===== config.mk =====
export PLATFORM = sky130hd
export DESIGN_NAME = pos_lifo_stack
export DESIGN_NICKNAME = d
export VERILOG_FILES = /design/src/rtl/pos_lifo_stack.sv
export SDC_FILE = /design/constraint.sdc
export NUM_CORES = 1
export LEC_CHECK = 0
export BUFFER_PORTS_ARGS = -buffer_cell sky130_fd_sc_hd__buf_2
export CORE_MARGIN = 5
export CORE_UTILIZATION = 60
export CTS_CLUSTER_SIZE = 40
export DETAILED_ROUTE_END_ITERATION = 8
export GPL_ROUTABILITY_DRIVEN = 0
export PLACE_DENSITY_LB_ADDON = 0.2
export REMOVE_ABC_BUFFERS = 1
export SYNTH_ARGS = -nofsm -noshare
export SYNTH_HDL_FRONTEND = slang
export SYNTH_SLANG_ARGS = --single-unit

===== constraint.sdc =====
create_clock -name CLK -period 4.7 [get_ports CLK]
set_input_delay 0.94 -clock CLK [delete_from_list [all_inputs] [get_ports CLK]]
set_output_delay 0.94 -clock CLK [all_outputs]
set_load 0.05 [all_outputs]

===== src/rtl/pos_lifo_stack.sv =====
// pos_lifo_stack
//   LIFO of per-word POS tags. The Viterbi argmax stage pushes one tag per
//   word during the forward pass. The output sequencer pops them in reverse
//   order during backtrace.
//
// Ports
//   CLK        rising-edge clock
//   reset      synchronous, active-high reset
//   clear      synchronous flush: empties the stack and clears the error flags
//   push       write din on top of the stack this cycle
//   pop        remove the top entry this cycle
//   din        [DW-1:0] tag to push
//   dout       [DW-1:0] registered popped tag, held between pops
//   dout_valid one-cycle strobe: dout holds newly popped data
//   count      [AW:0] occupancy, 0..DEPTH
//   empty      count == 0
//   full       count == DEPTH
//   overflow   sticky: a push was dropped because the stack was full
//   underflow  sticky: a pop was dropped because the stack was empty
//   done       one-cycle pulse when a pop drains the stack (count 1 -> 0)
module pos_lifo_stack #(
  parameter  int DW    = 4,
  parameter  int DEPTH = 64,
  localparam int AW    = $clog2(DEPTH)
) (
  input  logic          CLK,
  input  logic          reset,
  input  logic          clear,
  input  logic          push,
  input  logic          pop,
  input  logic [DW-1:0] din,
  output logic [DW-1:0] dout,
  output logic          dout_valid,
  output logic [AW:0]   count,
  output logic          empty,
  output logic          full,
  output logic          overflow,
  output logic          underflow,
  output logic          done
);

  localparam logic [AW:0] COUNT_ONE  = (AW+1)'(1);
  localparam logic [AW:0] COUNT_FULL = (AW+1)'(DEPTH);

  logic [DW-1:0] mem [DEPTH];

  logic [AW:0]   count_m1;
  logic [AW-1:0] top_idx;
  logic [AW-1:0] wr_idx;
  logic          pop_ok;
  logic          push_ok;
  logic          wr_en;

  // empty/full are decoded from the registered count only, so there is no
  // combinational path from the strobes to these flags.
  assign empty = (count == '0);
  assign full  = (count == COUNT_FULL);

  // Top of stack is count-1. Its value is only used when the stack is non-empty.
  assign count_m1 = count - COUNT_ONE;
  assign top_idx  = count_m1[AW-1:0];

  // NOTE: always_comb uses blocking assignments, and every output gets a
  // default first. This keeps the block purely combinational and avoids an
  // inferred latch.
  always_comb begin
    pop_ok  = 1'b0;
    push_ok = 1'b0;
    wr_idx  = count[AW-1:0];
    pop_ok  = pop && !empty;
    // A simultaneous pop frees the top slot, so a push into a full stack
    // replaces the top instead of overflowing.
    push_ok = push && (!full || pop_ok);
    if (pop_ok) begin
      wr_idx = top_idx;
    end
  end

  assign wr_en = push_ok && !reset && !clear;

  // NOTE: the storage array has no reset because its contents are don't-care
  // after reset. Keeping it reset-free lets it map onto plain RAM/regfile
  // cells. Reset and clear only suppress the write.
  always_ff @(posedge CLK) begin
    if (wr_en) begin
      mem[wr_idx] <= din;
    end
  end

  // NOTE: sequential state uses non-blocking assignments only, so every
  // right-hand side sees the pre-edge values.
  always_ff @(posedge CLK) begin
    if (reset) begin
      count      <= '0;
      dout       <= '0;
      dout_valid <= 1'b0;
      overflow   <= 1'b0;
      underflow  <= 1'b0;
      done       <= 1'b0;
    end else if (clear) begin
      // A flush discards any push/pop in the same cycle. dout is held.
      count      <= '0;
      dout_valid <= 1'b0;
      overflow   <= 1'b0;
      underflow  <= 1'b0;
      done       <= 1'b0;
    end else begin
      dout_valid <= pop_ok;
      done       <= pop_ok && !push_ok && (count == COUNT_ONE);

      if (pop_ok) begin
        dout <= mem[top_idx];
      end

      if (push_ok && !pop_ok) begin
        count <= count + COUNT_ONE;
      end else if (pop_ok && !push_ok) begin
        count <= count_m1;
      end

      if (push && !push_ok) begin
        overflow <= 1'b1;
      end
      if (pop && !pop_ok) begin
        underflow <= 1'b1;
      end
    end
  end

endmodule

; Yosys cells after proc, flatten, opt, wreduce, memory -nomap -nowiden
; Memories as Yosys holds them, arrays and structs flattened. A register that Yosys moved wholly into a read port is not among the register bits.
; Index checks and enable logic that the tools add are counted.
[word_totals]
register_bits = 11
latch_bits = 0
mem_bits_rw = 256
romBits = 0
in_bits = 9
out_inout_bits = 17
word_cells = 36
memories = 1
[memory_table]
columns = name, depth, word_bits, read_ports, rd_ports_with_merged_regs, write_ports, line_no
row1 = mem, 64, 4, 1, 1, 1, 45  ; logic [DW-1:0] mem [DEPTH];
[classes]
add_sub_neg = 2
multipliers = 0
div_mod_pow = 0
n_lt_le_gt_ge = 0
n_eq_ne = 2
n_shift = 0
n_mux = 5
n_bitwise = 1
reduce_logical = 20
[op_table]
columns = operator, count
row1 = $mux W7, 2
row2 = $logic_and A1 B1 Y1, 9
row3 = $add A7 B1 Y7 const B, 1
row4 = $eq A7 B1 Y1 const B, 1
row5 = $eq A7 B7 Y1 const B, 1
row6 = $logic_not A7 Y1, 1
row7 = $sub A7 B1 Y7 const B, 1
row8 = $logic_not A1 Y1, 6
row9 = $mux W6, 1
row10 = $mux W1, 2
row11 = $reduce_and A2 Y1, 1
row12 = $reduce_bool A2 Y1, 1
row13 = $reduce_or A2 Y1, 1
row14 = $logic_or A1 B1 Y1, 1
row15 = $not A1 Y1, 1

; Longest topological paths before layout
[depth]
ltp_word = 9
mapped_depth = 14

; Worst setup path before layout
; OpenSTA, ideal clock, no wires.
[synth_timing]
path_type = register to register
startpoint = reg count[0]
endpoint = mem mem[37][0] (enable)
setup_ps = 367
arrival_ps = 3431
required_ps = 4333
setup_slack_ps = 902
stages_incl_launch_ff = 13
n_path_buf = 5
path_cell_list = dfxtp_1 -> buf_4 -> buf_6 -> buf_2 -> inv_2 -> ha_1 -> buf_2 -> clkbuf_1 -> o211ai_1 -> a2bb2oi_1 -> o22ai_1 -> nand2_1 -> nor3b_1
[synth_via]
elab_chain_len = 9
elab_cells_between_ends = 13
[synth_lines]
columns = item, line_no
row1 = from (decl), 34  ; output logic [AW:0] count,
row2 = from (signal assigned), 116  ; count <= count + COUNT_ONE;
row3 = from (signal assigned), 118  ; count <= count_m1;
row4 = $logic_not A7 Y1, 56  ; assign empty = (count == '0);
row5 = $logic_not A1 Y1, 70  ; pop_ok = pop && !empty;
row6 = $logic_and A1 B1 Y1, 70
row7 = $logic_or A1 B1 Y1, 73  ; push_ok = push && (!full || pop_ok);
row8 = $logic_and A1 B1 Y1, 73
row9 = $logic_and A1 B1 Y1 (2 in a row), 79  ; assign wr_en = push_ok && !reset && !clear;
row10 = $mux W1, 85  ; if (wr_en) begin
row11 = $mux W1 (implied by the code), 86  ; mem[wr_idx] <= din;
row12 = to (decl), 45
; Parallel ways exist; a longest one is shown, timed or not.

; Worst setup path after layout
[layout_timing]
startpoint = reg count[1]
endpoint = mem mem[35][2] (enable)
; Same word-level chain as after synthesis.

==> flow_summary.yaml <==
yosys:
  synth_ff_type: "edfxtp_1"
  synth_xor_area_share_pct: 0.662
  synth_compound_area_share_pct: 6.33
  netlist.area_leader.share_pct: 66.7
  synth-async-reset-ratio_pct: 0
  netlist_top_cells_area: "edfxtp_1, mux4_2, nor2_1, dfxtp_1, nand2_1"
  yosys_warnings: 0
  syn_avg_cell_area_um2: 14.8
  synth_seq_cells: 271
  synth_fa_ha_area_share_pct: 0.326
  synth_top_family_by_area: "simple AND/OR/NAND/NOR gates"
  synth.area.mux_share_pct: 10.2
  yosysUniqueCellTypes: 62
  netlist_area_um2: 11500
  yosysSeqAreaShare_pct: 69.3
  synthCells: 778
  yosys.area.top_type: "edfxtp_1"
  synthSimpleGateAreaFrac_pct: 10.9
  synth_edf_count: 256
timing:
  finalSetupTns_ns: 0
  max-slew-margin-rel_pct: 34.5
  skew_ns: 0.00948
  max_freq_mhz: 251
  worst_slack_ns: 0.710
  worst_slew_pin_slew_ns: 0.983
  rsz0062_at_grt: "no"
  hold_ws_ns: 0.484
  final.min_clock_period_ns: 3.99
  finalHoldViolCount: 0
  slew_viol_final: 0
  setup_violations: 0
  fin_crit_sh_pct: 84.9
global_route:
  overflow: 0
  antenna_found_initial: 0
  groute.usage.overall_pct: 23.9
  grt_max_degree: 66
  grt_pass1_vias: 7045
  grt_pass1_wl_mm: 40.6
worst_setup_path:
  cp-start-kind: "register"
  critPathArrivalTime_ns: 4.14
  crit_fanout: 19
  slowest_delay_ns: 0.72
  path_buf_inv: 1
  path_cells: "inv_1 > ha_4 > nand2b_1 > o21ai_1 > a21oi_1 > o32ai_1 > nand2_1 > nor3b_1"
  critPathTopFamily: "simple AND/OR/NAND/NOR gates"
  crit_slowest_cell: "o21ai_1"
  cp.required_ns: 4.85
  path_class: "register to register"
  end_kind: "register"
placement:
  dp_cells: 1033
  dp_hpwl_mm: 16.1
  post-place-ws_ns: 0.849
  port_buffers: 25
floorplanning:
  dieArea_um2: 22100
  die_h_um: 149
  core_um2: 18800
  die_w_um: 149
  row_count: 50
  start_util_pct: 61.2
  io_pins: 26
clocking:
  cts_made_buffers: 28
  ctsResizeCount: 0
  cts_sinks: 271
  clkTransAtPathRegs_ns: 0.06
  cts_max_path_buffers: 3
  insertion_delay_ns: 0.53
  htree_levels: 1
  holdBufCountCts: 0
  cts_root_buf: "clkbuf_16"
  cts_setup_buffers: 0
  cts_tree: "yes"
power:
  p_leak_nw: 4.11
  swShare_pct: 22.7
  p_comb_share_pct: 10.1
  ir_worst_vdd_uv: 315
  power.density_nw_per_um2: 427
  p_seq_share_pct: 48.6
  power.switching_mw: 1.24
  intPower_mw: 4.23
  pwr-share-clk_pct: 41.3
  p_total_mw: 5.47
status:
  outcome: "completed"
drt:
  first_iter_violations: 746
  via_per_inst: 6.51
  drc_errors: 0
  vias: 7049
  ant_nets: 0
  wl_per_cell_um: 23.9
  drt-total-wl_mm: 25.9
  firstDrtPassIters: 5
final_layout:
  syn_to_final_growth_pct: 11.3
  final_cells: 1083
  diodes: 0
  drive_gt1_share_pct: 16.4
  fin_nets: 815
flow_run:
  cap_violations: 0
hold_path:
  hp-class: "register to register"
area by class of cell:
class	instances	area (um^2)
multi-input combinational	454	3290
tap	260	325
inverter	7	26.3
clock buffer	30	729
timing repair buffer	41	245
fill	1265	6000
sequential	271	7990
clock inverter	20	223
tightest hold or removal path, delay by kind of cell (launching register included):
| family | cells | cell delay [ns] |
|---|---|---|
| and+or+nand+nor | 1 | 0.08 |
| DFF | 1 | 0.32 |
| AOI/OAI and AO/OA | 1 | 0.04 |
placed cells by master (no fill, tap or decap), drive strengths merged, types with 4 or more instances in the layout:
cell,instances
edfxtp,256
nor2,103
nand2,72
buf,41
mux4,40
nand3,32
clkbuf,30
mux2i,24
nor3,24
a21oi,22
dfxtp,15
nand4,13
clkinv,13
a31oi,12
nor2b,10
o21ai,9
inv,9
a2111oi,9
a32oi,8
o22ai,7
nor3b,6
nand2b,5
a22oi,5
bufinv,5
a22o,4
a211o,4
xnor2,4
Yosys cell counts, types with 12 or more instances:
| library cell | instances |
|---|---|
| a31oi_1 | 12 |
| mux4_2 | 38 |
| buf_2 | 19 |
| a21oi_1 | 21 |
| clkbuf_1 | 17 |
| nor2_1 | 103 |
| edfxtp_1 | 256 |
| mux2i_1 | 24 |
| nand2_1 | 72 |
| dfxtp_1 | 15 |
| nor3_1 | 23 |
| nand3_1 | 32 |
| nand4_1 | 13 |
registers in the layout, summed over array words and instances, names as in the netlist:
| name | count |
|---|---|
| mem | 256 |
| count | 7 |
| dout | 4 |
| done | 1 |
| dout_valid | 1 |
| overflow | 1 |
| underflow | 1 |
power groups by stage:
| stage | Clock (mW) | Combinational (mW) | Sequential (mW) |
|---|---|---|---|
| floorplan | 0 | 0.344 | 2.74 |
| finish | 2.26 | 0.555 | 2.66 |
| detailed placement | 0 | 0.546 | 2.71 |
| global placement | 0 | 0.534 | 2.71 |
| global route | 2.41 | 0.596 | 2.66 |
| CTS | 2.29 | 0.551 | 2.66 |
path summary, 6_finish.rpt:
kind                            end  slack, ns  cells past startpoint                   start
min          underflow$_SDFFE_PP0P_       0.48                      2  underflow$_SDFFE_PP0P_
max            mem[35][2]$_DFFE_PP_       0.71                      8   count[1]$_SDFFE_PP0P_
min reg2reg  underflow$_SDFFE_PP0P_       0.48                      2  underflow$_SDFFE_PP0P_
max reg2reg    mem[35][2]$_DFFE_PP_       0.71                      8   count[1]$_SDFFE_PP0P_
cells by family after synthesis:
kind of cell,count (synthesis)
xor gates and xnor gates,7
DFF,271
adders and majority gates,3
AOI/OAI and AO/OA,100
muxes,66
and+or+nand+nor,278
buffers and inverters,53
metal layers:
| layer | global-route usage [%] | wire, um | vias to the layer above | share of wire (%) |
|---|---|---|---|---|
| met4 | 6.61 | 580 | 0 | 2.2 |
| met1 | 34.8 | 10400 | 3497 | 40 |
| met5 | 0 | 0 | - | 0 |
| met2 | 37.8 | 12300 | 427 | 47 |
| met3 | 4.36 | 2580 | 42 | 10 |
| li1 | - | - | 3083 | - |
per-stage QoR:
stage	instance area, um^2	utilization [%]
after global placement	11900	63.1
after detailed placement	11900	63.1
after floorplan	11300	-
after CTS	12800	68.1
final	12800	68.1
after global routing	12800	68.1
Note: power is estimated with default switching activity, not from simulation.
